`config.mk`:
```
export PLATFORM = sky130hd
export DESIGN_NAME = vga_text_console
export DESIGN_NICKNAME = d
export VERILOG_FILES = /design/src/rtl/vga_text_console.sv
export SDC_FILE = /design/constraint.sdc
export NUM_CORES = 1
export LEC_CHECK = 0
export BUFFER_PORTS_ARGS = -buffer_cell sky130_fd_sc_hd__buf_2
export CORE_MARGIN = 3
export CORE_UTILIZATION = 30
export DETAILED_ROUTE_END_ITERATION = 10
export GPL_TIMING_DRIVEN = 0
export PLACE_DENSITY_LB_ADDON = 0.15
export SYNTH_ARGS = -nofsm -noshare
export SYNTH_HDL_FRONTEND = slang
export SYNTH_SLANG_ARGS = --single-unit
export TNS_END_PERCENT = 100
```
`constraint.sdc`:
```
create_clock -name clk_i -period 7.8 [get_ports clk_i]
set_input_delay 1.17 -clock clk_i [delete_from_list [all_inputs] [get_ports clk_i]]
set_output_delay 1.17 -clock clk_i [all_outputs]
set_load 0.01 [all_outputs]
```
`src/rtl/vga_text_console.sv`:
```
// ---------------------------------------------------------------------------
// vga_text_console: character stream to text-VRAM writer with cursor and
// rotating-offset scroll.                                   Revision 1.0
// ---------------------------------------------------------------------------
`default_nettype none

module vga_text_console #(
  parameter int unsigned COLS         = 80,
  parameter int unsigned ROWS         = 30,
  parameter int unsigned ADDR_W       = 12,
  parameter logic [7:0]  DEFAULT_ATTR = 8'h07
) (
  input  logic              clk_i,
  input  logic              rst_ni,
  input  logic              in_valid_i,
  output logic              in_ready_o,
  input  logic [7:0]        in_char_i,
  input  logic [7:0]        in_attr_i,
  output logic              vram_we_o,
  output logic [ADDR_W-1:0] vram_addr_o,
  output logic [15:0]       vram_wdata_o,
  output logic [4:0]        top_row_o,
  output logic [6:0]        cursor_x_o,
  output logic [4:0]        cursor_y_o
);

  typedef enum logic [1:0] {
    CLR_ALL  = 2'd0,
    IDLE     = 2'd1,
    CLR_LINE = 2'd2
  } state_e;

  localparam logic [ADDR_W-1:0] C_COLS      = ADDR_W'(COLS);
  localparam logic [ADDR_W-1:0] C_LAST_CELL = ADDR_W'(COLS * ROWS - 1);
  localparam logic [ADDR_W-1:0] C_LAST_COL  = ADDR_W'(COLS - 1);
  localparam logic [6:0]        C_X_LAST    = 7'(COLS - 1);
  localparam logic [4:0]        C_Y_LAST    = 5'(ROWS - 1);
  localparam logic [5:0]        C_ROWS      = 6'(ROWS);
  localparam logic [15:0]       C_BLANK     = {DEFAULT_ATTR, 8'h20};

  state_e            state_q, state_d;
  logic [ADDR_W-1:0] cnt_q, cnt_d;
  logic [ADDR_W-1:0] base_q, base_d;
  logic [ADDR_W-1:0] addr_q, addr_d;
  logic [15:0]       wdata_q, wdata_d;
  logic              we_q, we_d;
  logic              ready_q, ready_d;
  logic [4:0]        top_q, top_d;
  logic [4:0]        y_q, y_d;
  logic [6:0]        x_q, x_d;

  logic [5:0]        row_sum;
  logic [5:0]        phys_row;
  logic [ADDR_W-1:0] cur_addr;
  logic              accept;
  logic              printable;
  logic              newline;

  // top_row + y is below 2*ROWS, so one conditional subtract gives the modulo
  assign row_sum   = {1'b0, top_q} + {1'b0, y_q};
  assign phys_row  = (row_sum >= C_ROWS) ? (row_sum - C_ROWS) : row_sum;
  assign cur_addr  = ADDR_W'(phys_row) * C_COLS + ADDR_W'(x_q);
  assign accept    = in_valid_i && ready_q;
  assign printable = (in_char_i >= 8'h20) && (in_char_i <= 8'h7E);

  always_comb begin
    state_d = state_q;
    cnt_d   = cnt_q;
    base_d  = base_q;
    addr_d  = addr_q;
    wdata_d = wdata_q;
    we_d    = 1'b0;
    top_d   = top_q;
    x_d     = x_q;
    y_d     = y_q;
    newline = 1'b0;

    case (state_q)
      CLR_ALL: begin
        we_d    = 1'b1;
        addr_d  = cnt_q;
        wdata_d = C_BLANK;
        cnt_d   = cnt_q + ADDR_W'(1);
        if (cnt_q == C_LAST_CELL) begin
          state_d = IDLE;
          cnt_d   = '0;
        end
      end

      CLR_LINE: begin
        we_d    = 1'b1;
        addr_d  = base_q + cnt_q;
        wdata_d = C_BLANK;
        cnt_d   = cnt_q + ADDR_W'(1);
        if (cnt_q == C_LAST_COL) begin
          state_d = IDLE;
          cnt_d   = '0;
        end
      end

      IDLE: begin
        if (accept) begin
          if (printable) begin
            we_d    = 1'b1;
            addr_d  = cur_addr;
            wdata_d = {in_attr_i, in_char_i};
            if (x_q < C_X_LAST) begin
              x_d = x_q + 7'd1;
            end else begin
              x_d     = '0;
              newline = 1'b1;
            end
          end else begin
            case (in_char_i)
              8'h0A: begin
                x_d     = '0;
                newline = 1'b1;
              end
              8'h0D: x_d = '0;
              8'h08: begin
                if (x_q != '0) begin
                  x_d     = x_q - 7'd1;
                  we_d    = 1'b1;
                  addr_d  = cur_addr - ADDR_W'(1);
                  wdata_d = C_BLANK;
                end
              end
              8'h0C: begin
                state_d = CLR_ALL;
                cnt_d   = '0;
                top_d   = '0;
                x_d     = '0;
                y_d     = '0;
              end
              default: ;
            endcase
          end

          // Scrolling exposes the old top physical row as the new bottom line
          if (newline) begin
            if (y_q < C_Y_LAST) begin
              y_d = y_q + 5'd1;
            end else begin
              top_d   = (top_q == C_Y_LAST) ? 5'd0 : (top_q + 5'd1);
              base_d  = ADDR_W'(top_q) * C_COLS;
              cnt_d   = '0;
              state_d = CLR_LINE;
            end
          end
        end
      end

      default: state_d = CLR_ALL;
    endcase

    ready_d = (state_q == IDLE) && (state_d == IDLE);
  end

  always_ff @(posedge clk_i or negedge rst_ni) begin
    if (!rst_ni) begin
      state_q <= CLR_ALL;
      cnt_q   <= '0;
      base_q  <= '0;
      addr_q  <= '0;
      wdata_q <= '0;
      we_q    <= 1'b0;
      ready_q <= 1'b0;
      top_q   <= '0;
      x_q     <= '0;
      y_q     <= '0;
    end else begin
      state_q <= state_d;
      cnt_q   <= cnt_d;
      base_q  <= base_d;
      addr_q  <= addr_d;
      wdata_q <= wdata_d;
      we_q    <= we_d;
      ready_q <= ready_d;
      top_q   <= top_d;
      x_q     <= x_d;
      y_q     <= y_d;
    end
  end

  assign in_ready_o   = ready_q;
  assign vram_we_o    = we_q;
  assign vram_addr_o  = addr_q;
  assign vram_wdata_o = wdata_q;
  assign top_row_o    = top_q;
  assign cursor_x_o   = x_q;
  assign cursor_y_o   = y_q;

endmodule

`default_nettype wire

```
# After elaboration in Yosys (flattened, before gate mapping)
# Cells that the tools add are included.
# totals
ff_bits	69
input_bits	19
output_inout_bits	47
# op_classes
add_sub_neg	10
mul	2
order_cmp	5
n_eq_ne	14
mux	50
n_bitwise	1
n_reduce_logical	16
# op_table
cell	count
12-bit two-way mux	11
12-bit case mux with 3 select lines	2
16-bit two-way mux	4
5-bit two-way mux	9
8-bit by 4-bit equality test with 1-bit output (second input constant)	4
16-bit case mux with 2 select lines	1
7-bit two-way mux	3
4-bit AND reduction	4
2-bit two-way mux	7
7-bit case mux with 2 select lines	1
12-bit by 1-bit adder with 12-bit output (second input constant)	1
12-bit adder	1
12-bit by 7-bit adder with 12-bit output	1
12-bit equality test (second input constant)	1
12-bit by 7-bit equality test with 1-bit output (second input constant)	1
12-bit by 1-bit subtractor with 12-bit output (second input constant)	1
5-bit by 1-bit adder with 5-bit output (second input constant)	2
1-bit two-way mux	9
8-bit by 6-bit >= comparator with 1-bit output (second input constant)	1
8-bit by 7-bit <= comparator with 1-bit output (second input constant)	1
5-bit by 3-bit multiplier with 8-bit output (second input constant)	1
6-bit by 3-bit multiplier with 8-bit output (second input constant)	1
7-bit by 1-bit adder with 7-bit output (second input constant)	1
7-bit < comparator (second input constant)	1
23 further kinds	29

# Longest topological paths before layout
# Gate-level depths: netlist of run 1.
# logic_depth
ltp_word	11
ltp_mapped	19
mapped_depth_nobuf	19

# Worst setup path after synthesis of run 1
# Ideal clock, no wire load.
# synth_path
kind	reg2reg
start	reg top_q[0] (netlist: top_row_o[0])
end	reg addr_q[11] (netlist: vram_addr_o[11])
setup_ps	69
arrival_ps	4644
required_time_ps	7731
path_slack_ps	3087
stages_incl_launch_ff	18
path_buffers	0
cell_sequence	dfrtp_1 -> ha_1 -> fa_1 -> a21o_1 -> a21oi_1 -> xnor2_1 -> a211o_1 -> xor2_1 -> ha_1 -> ha_1 -> inv_1 -> fa_1 -> or4b_1 -> nor3_1 -> xor2_1 -> xnor2_1 -> or4_1 -> nand3_1
# synth_via
elab_chain_cells	11
word_cells_on_any_way	12
# synth_lines
item	line_no	text
from (decl)	48	logic [4:0] top_q, top_d;
from (signal assigned)	179	top_q <= top_d;
5-bit by 5-bit adder with 6-bit output *	60	assign row_sum = {1'b0, top_q} + {1'b0, y_q};
6-bit by 5-bit subtractor with 6-bit output / 6-bit by 5-bit >= comparator with 1-bit output (equally long branches)	61	assign phys_row = (row_sum >= C_ROWS) ? (row_sum - C_ROWS) : row_sum;
6-bit two-way mux *	61	
6-bit by 3-bit multiplier with 8-bit output *	62	assign cur_addr = ADDR_W'(phys_row) * C_COLS + ADDR_W'(x_q);
12-bit by 7-bit adder with 12-bit output *	62	
12-bit by 1-bit subtractor with 12-bit output	124	addr_d = cur_addr - ADDR_W'(1);
12-bit two-way mux	121	if (x_q != '0) begin
12-bit two-way mux	114	case (in_char_i)
12-bit two-way mux *	103	if (printable) begin
12-bit two-way mux *	102	if (accept) begin
12-bit case mux with 3 select lines *	78	case (state_q)
to (signal assigned)	175	addr_q <= addr_d;
to (decl)	44	logic [ADDR_W-1:0] addr_q, addr_d;
# Mark *: on every way between the ends. The rest lies on a longest branch, timed or not. The select of a mux whose other input is x is not followed.
# A chain may end at the register's enable or synchronous reset.

# Worst setup path in the final report of run 1
# Ends and elaborated chain as after synthesis.

==> results.cfg, run 1 <==
[run_status]
outcome = finished clean

[logic_synthesis]
syn_avg_cell_area_um2 = 8.82
synth_edf_count = 0
synth_ff_type = dfrtp_1
yosysTopAreaCell = dfrtp_1
ys_seq_elements = 69
syn_inst = 577
synth.top_cell.area_share = 0.339
yosysSeqAreaShare = 0.339
syn_nets = 642
synth.top_cells.by_area = dfrtp_1, ha_1, nand2_1, nor2_1, a21oi_1
synth_cell_types = 70
ys_warn_count = 0
synthArstFlopShare = 1.00
syn_area_um2 = 5090

[timing]
rsz0062_at_grt = no
finalCritPeriodShare = 0.667
relSlewSlack = 0.414
max_freq_mhz = 192
finalSetupViolCount = 0
setup_slack_ns = 2.60
drv_slew = 0
tightest_slew_ns = 0.872
fin_skew_ns = 0.0122
fin_setup_tns_ns = 0
period_minus_slack_ns = 5.20
hold_viol = 0

[final_layout]
diodes = 0
utilization = 0.370
drive_gt1_frac = 0.164
area_growth_pct = 17.9
final_common_cell = dfrtp_1
final-instance-count-excl-fill = 875
final_cell_mix = dfrtp_1, buf_2, nand2_1
final_area_um2 = 6000
nNetsFinal = 719

[floorplan]
die_w_um = 136
initial_core_util = 0.314
ios = 66
die_h_um = 136
num_rows = 46
dieArea_um2 = 18600
core-area_um2 = 16200

[routing]
wire_per_inst_um = 16.8
drtPass1Iterations = 5
drt-vias-per-instance = 5.29
routed_wl_um = 14700
drt_iter0_drc = 252
ant_nets = 0
drc = 0
vias = 4630

[hold_path]
worstHoldPathCells = 2
hp-class = flop to flop

[placed_design]
place_congestion = 0.849
hpwl_um = 11200
dp_cells = 859
placed_area_um2 = 5710
port_buffers = 65
pre_cts_ws_ns = 2.59

[worst_setup_path]
crit_family = adder cells
crit_chain = ha_1 > fa_1 > a21o_1 > a21oi_1 > xnor2_1 > a211o_1 > xor2_1 > ha_1 > ha_1 > inv_1 > fa_1 > or4b_1 > nor3_1 > xor2_1 > xnor2_1 > or4_1 > nand3_1
critPathMaxFanout = 9
worstSetupPathType = flop to flop
crit_path_end_kind = flop
cp.depth = 17
worstPathArrival_ns = 5.48
critPathLaunchType = flop
slowest_stage = or4b_1
r2r_cells = 17
path_buf_inv = 1
crit_top_cell = ha_1
cpPeakStageDelay_ns = 0.55
crit_required_ns = 8.08

[pwr]
ir_worst_vdd_uv = 92.0
p_sw_mw = 0.191
p_comb_frac = 0.036
power_density_nw_per_um2 = 131
pwr-share-seq = 0.457
pwr-share-clk = 0.507
p_int_mw = 0.593
p_leak_nw = 2.91
p_sw_frac = 0.244

[global_route]
overflow = 0
grt_use_met1 = 0.231
antenna_found_initial = 0
grt_pass1_wl_um = 24000
grt_pass1_vias = 4513
grtUsageMet2 = 0.257
busiest_layer = met2
grt_use_met3 = 0.0274
grt_start_max_net_pins = 47
track_usage = 0.165

[cts]
clkLatencyLatePin_ns = 0.35
clk_pin_slew_ns = 0.06
cts_tree = yes
cts-htree-levels = 3
cts_buffers = 9
cts_resized = 0
clk_path_buf_depth = 2
root_buffer = clkbuf_16
hold_buffers = 0
cts_sinks = 69
postCtsSetupRepairBufs = 0

[flow_run]
cap_violations = 0
flip-flops by register name, summed over array words and instances, names as in the netlist:
register,count
state_q,2
base_q,8
vram_we_o,1
cnt_q,12
in_ready_o,1
cursor_x_o,7
cursor_y_o,5
top_row_o,5
vram_addr_o,12
vram_wdata_o,16
path summary, 6_finish.rpt:
path	start	slack (ns)	endpoint
worst max-delay path	top_row_o[0]$_DFFE_PN0P_	2.60	vram_addr_o[11]$_DFFE_PN0P_
worst min-delay path	vram_wdata_o[4]$_DFFE_PN0P_	0.46	vram_wdata_o[4]$_DFFE_PN0P_
worst max register to register	top_row_o[0]$_DFFE_PN0P_	2.60	vram_addr_o[11]$_DFFE_PN0P_
max in group asynchronous	rst_ni	6.51	cursor_x_o[6]$_DFFE_PN0P_
min in group asynchronous	rst_ni	0.74	cnt_q[11]$_DFFE_PN0P_
worst min register to register	vram_wdata_o[4]$_DFFE_PN0P_	0.46	vram_wdata_o[4]$_DFFE_PN0P_
worst reg2reg max path, cell delays in order, from the launching register on:
cell and delay, ns:
dfrtp_1 0.52, ha_1 0.31, fa_1 0.41, a21o_1 0.17, a21oi_1 0.17, xnor2_1 0.15
a211o_1 0.33, xor2_1 0.35, ha_1 0.31, ha_1 0.21, inv_1 0.07, fa_1 0.48
or4b_1 0.55, nor3_1 0.19, xor2_1 0.24, xnor2_1 0.13, or4_1 0.47, nand3_1 0.09
cell usage after synthesis (7+ instances only):
cell type  number
nand2_1        63
xnor2_1        17
a211oi_1        8
nand3_1        31
nor3_1         16
o21ai_0        34
mux2_2          7
ha_1           41
dfrtp_1        69
a21o_1         13
inv_1          25
a31oi_1         7
clkbuf_1       15
a21oi_1        36
nor2_1         49
and3_1         15
xor2_1         14
power by group through the flow:
| stage | Sequential (mW) | Clock, mW | Combinational (mW) |
|---|---|---|---|
| after floorplan | 0.365 | 0 | 0.00920 |
| after global placement | 0.365 | 0 | 0.0267 |
| after detailed placement | 0.364 | 0 | 0.0291 |
| after CTS | 0.358 | 0.411 | 0.0292 |
| after global routing | 0.358 | 0.426 | 0.0317 |
| final | 0.358 | 0.397 | 0.0283 |
logic make-up after synthesis:
group | Yosys count | share of synthesized area
simple gates | 217 | 0.215
compound gates | 158 | 0.209
flops | 69 | 0.339
fa+ha+maj | 46 | 0.120
buf+inv | 45 | 0.0357
xor+xnor | 33 | 0.0610
mux | 9 | 0.0194
layout make-up:
cell class              count  area, µm²
repair buffers             66        355
inverters                  25       93.8
fillers                  1710      10200
multi-input cells         463       3180
well taps                 216        270
clock buffers              10        239
flip-flops and latches     69       1730
clock inverters             6       46.3
plain buffers              20       87.6
routing by layer:
| metal | vias to the layer above | share of wire |
|---|---|---|
| li1 | 2276 | - |
| met1 | 2228 | 0.48 |
| met2 | 108 | 0.46 |
| met3 | 18 | 0.045 |
| met4 | 0 | 0.018 |
| met5 | - | 0 |
stage by stage:
stage	hold slack, ns	power, mW
4_1_cts	0.467	0.798
3_5_place_dp	0.451	0.394
5_1_grt	0.493	0.816
6_report	0.465	0.784
2_1_floorplan	0.485	0.374
3_3_place_gp	0.447	0.391
No activity file was read; power rests on OpenSTA's default activity.
==> inputs of run 2 (changes only) <==
--- a/config.mk
+++ b/config.mk
@@ -5,6 +5,7 @@
 export SDC_FILE = /design/constraint.sdc
 export NUM_CORES = 1
 export LEC_CHECK = 0
+export ABC_AREA = 1
 export BUFFER_PORTS_ARGS = -buffer_cell sky130_fd_sc_hd__buf_2
 export CORE_MARGIN = 3
 export CORE_UTILIZATION = 30
==> constraint.sdc (replaced) <==
create_clock -name clk_i -period 4.2 [get_ports clk_i]
set_input_delay 0.63 -clock clk_i [delete_from_list [all_inputs] [get_ports clk_i]]
set_output_delay 0.63 -clock clk_i [all_outputs]
set_load 0.01 [all_outputs]
==> run 2 against run 1 <==
  * Combinational power grew 61%
  * First-iteration DRC count decreased by 17%
  * Die area increased by 2.2%
  * Design area increased by 6.0%
  * Hold slack worse by 0.31 ns
  * Clock skew fell by 0.0061 ns
  * Critical endpoint is now vram_addr_o[8]$_DFFE_PN0P_
  * Sequential cell count unchanged
  * Sequential share of layout area down 1.5 points
  * Critical path type unchanged
  * Largest power group unchanged
==> results.cfg, run 2 <==
[logic_synthesis]
yosysTopAreaCell = dfrtp_1
synthMostInstantiatedCell = nand2_1
synthArstFlopShare = 1.00
ys_warn_count = 0
synth_ff_type = dfrtp_1
yosysSeqAreaShare = 0.332
synth_cell_types = 44
synth_edf_count = 0
syn_nets = 784
syn_inst = 719
synth.top_cell.area_share = 0.332
ys_seq_elements = 69
synth.top_cells.by_area = dfrtp_1, nand2_1, ha_1, inv_1, nand3_1
syn_area_um2 = 5200
syn_avg_cell_area_um2 = 7.24
synth_commonest_cells = nand2_1, inv_1, dfrtp_1

[placed_design]
port_buffers = 65
placed_area_um2 = 5830
dp_cells = 1005
place_congestion = 0.823
hpwl_um = 11100

[routing]
drt_iter0_drc = 208
drc = 0
drtPass1Iterations = 5
routed_wl_um = 14200
vias = 4904
wire_per_inst_um = 13.8
ant_nets = 0
drt-vias-per-instance = 4.75

[global_route]
grt_pass1_wl_um = 23500
antenna_found_initial = 0
overflow = 0
grt_pass1_vias = 4655
grt_start_max_net_pins = 55
track_usage = 0.156

[timing]
tightest_slew_ns = 0.953
drv_slew = 0
max_freq_mhz = 248
rsz0062_at_grt = yes
finalSetupViolCount = 0
hold_viol = 0
finalCritPeriodShare = 0.959
relSlewSlack = 0.359
period_minus_slack_ns = 4.03
hold_ws_ns = 0.155
fin_skew_ns = 0.00611

[cts]
clkLatencyLatePin_ns = 0.33
root_buffer = clkbuf_16
clk_path_buf_depth = 2
cts_buffers = 9
cts_tree = yes
cts_sinks = 69
cts-htree-levels = 3
clk_pin_slew_ns = 0.06

[final_layout]
drive_gt1_frac = 0.197
area_growth_pct = 22.2
final_common_cell = nand2_1
utilization = 0.379
num-fill-cells = 1844
largest_register_ffs = 16
nNetsFinal = 873
final_area_um2 = 6360
final_cell_mix = nand2_1, inv_1, buf_2
final-instance-count-excl-fill = 1033
diodes = 0

[worst_setup_path]
r2r_cells = 22
crit_path_end_kind = flop
worstPathArrival_ns = 4.26
critPathLaunchType = flop
crit_required_ns = 4.43
worstSetupPathType = flop to flop
critPathMaxFanout = 5

[floorplan]
die_w_um = 138
num_rows = 47
core-area_um2 = 16800
dieArea_um2 = 19000
initial_core_util = 0.310
die_h_um = 138
ios = 66

[run_status]
outcome = finished clean

[pwr]
pwr-share-seq = 0.463
pwr-share-clk = 0.506
ir_worst_vdd_uv = 123
p_leak_nw = 3.23
p_comb_frac = 0.032
p_int_mw = 1.10
power_mw = 1.44
p_sw_frac = 0.234
p_sw_mw = 0.336
power_density_nw_per_um2 = 226

[flow_run]
cap_violations = 0

[hold_path]
hp-class = input pin to asynchronous set/reset pin
==> run 2: cell count changes after synthesis, sizes merged, moves of 15 or more <==
cell | before | now
and3 | 15 | 0
inv | 25 | 93
nand2 | 64 | 203
nand3 | 31 | 54
nor2 | 49 | 65
o21ai | 39 | 61
==> run 2: what timing repair did <==
action / 4_1_cts / 5_1_grt
pin swaps: 4 / 22
hold endpoints to repair: 0 / 0
endpoints found under the setup margin: 5 / 4
resized for setup: 16 / 26
hold buffers: 0 / 0
setup buffers: 5 / 7
==> run 2: power groups by stage <==
stage | clock [mW] | combinational (mW) | sequential, mW
2_1_floorplan | 0 | 0.0147 | 0.677
3_3_place_gp | 0 | 0.0442 | 0.677
3_5_place_dp | 0 | 0.0475 | 0.677
4_1_cts | 0.752 | 0.0477 | 0.664
5_1_grt | 0.784 | 0.0528 | 0.664
6_report | 0.727 | 0.0457 | 0.665
==> run 2: path summary, 6_finish.rpt <==
| path | endpoint | startpoint | slack (ns) |
|---|---|---|---|
| max | vram_addr_o[8]$_DFFE_PN0P_ | cursor_y_o[0]$_DFFE_PN0P_ | 0.17 |
| min | vram_wdata_o[14]$_DFFE_PN0P_ | rst_ni | 0.15 |
| max reg2reg | vram_addr_o[8]$_DFFE_PN0P_ | cursor_y_o[0]$_DFFE_PN0P_ | 0.17 |
| min reg2reg | base_q[7]$_DFFE_PN0P_ | base_q[7]$_DFFE_PN0P_ | 0.48 |
| max in group asynchronous | top_row_o[3]$_DFFE_PN0P_ | rst_ni | 3.46 |
| min in group clk_i | base_q[7]$_DFFE_PN0P_ | base_q[7]$_DFFE_PN0P_ | 0.48 |
==> run 2: cells by family after synthesis <==
group	after synthesis	share of synthesized area
DFF	69	0.332
and+or+nand+nor	346	0.284
buffers and inverters	105	0.0832
AOI/OAI and AO/OA	130	0.144
adders and majority gates	46	0.118
xor gates and xnor gates	23	0.0387
==> run 2: cell type report <==
| class | count | area, µm² | share of cell area |
|---|---|---|---|
| Clock buffer | 11 | 243 | 0.0382 |
| Buffer | 11 | 77.6 | 0.0122 |
| Timing Repair Buffer | 78 | 445 | 0.0701 |
| Tap cell | 220 | 275 | 0.0433 |
| Sequential cell | 69 | 1730 | 0.272 |
| Inverter | 94 | 358 | 0.0563 |
| Clock inverter | 5 | 42.5 | 0.00669 |
| Multi-Input combinational cell | 545 | 3180 | 0.501 |
==> run 2: worst max-delay path, cell delays in order, from the launching register on <==
cell and delay (ns):
dfrtp_2 0.44, ha_4 0.18, fa_2 0.37, xor2_2 0.19, nand2_1 0.08, nor2_2 0.12
nand2_1 0.08, inv_2 0.08, o21ai_2 0.06, xnor2_1 0.15, inv_1 0.10, ha_4 0.28
ha_4 0.13, inv_2 0.04, fa_2 0.61, inv_4 0.06, buf_4 0.13, nand2_1 0.07
nand2_2 0.08, o21ai_0 0.41, nand3_1 0.12, nand2_1 0.10, nand2_1 0.05
==> run 2: routing by layer <==
layer	vias to the layer above	share of wire	track usage
met5	-	0	0
met4	0	0.010	0.0499
met3	10	0.030	0.0161
met2	71	0.47	0.255
met1	2271	0.49	0.216
li1	2552	-	-
==> run 2: per-stage QoR <==
step           TNS [ns]  setup WS (ns)
2_1_floorplan         0          0.121
3_3_place_gp      -2.10         -0.701
3_5_place_dp      -2.01         -0.670
4_1_cts        -0.00172       -0.00172
5_1_grt         -0.0633        -0.0515
6_report              0          0.172
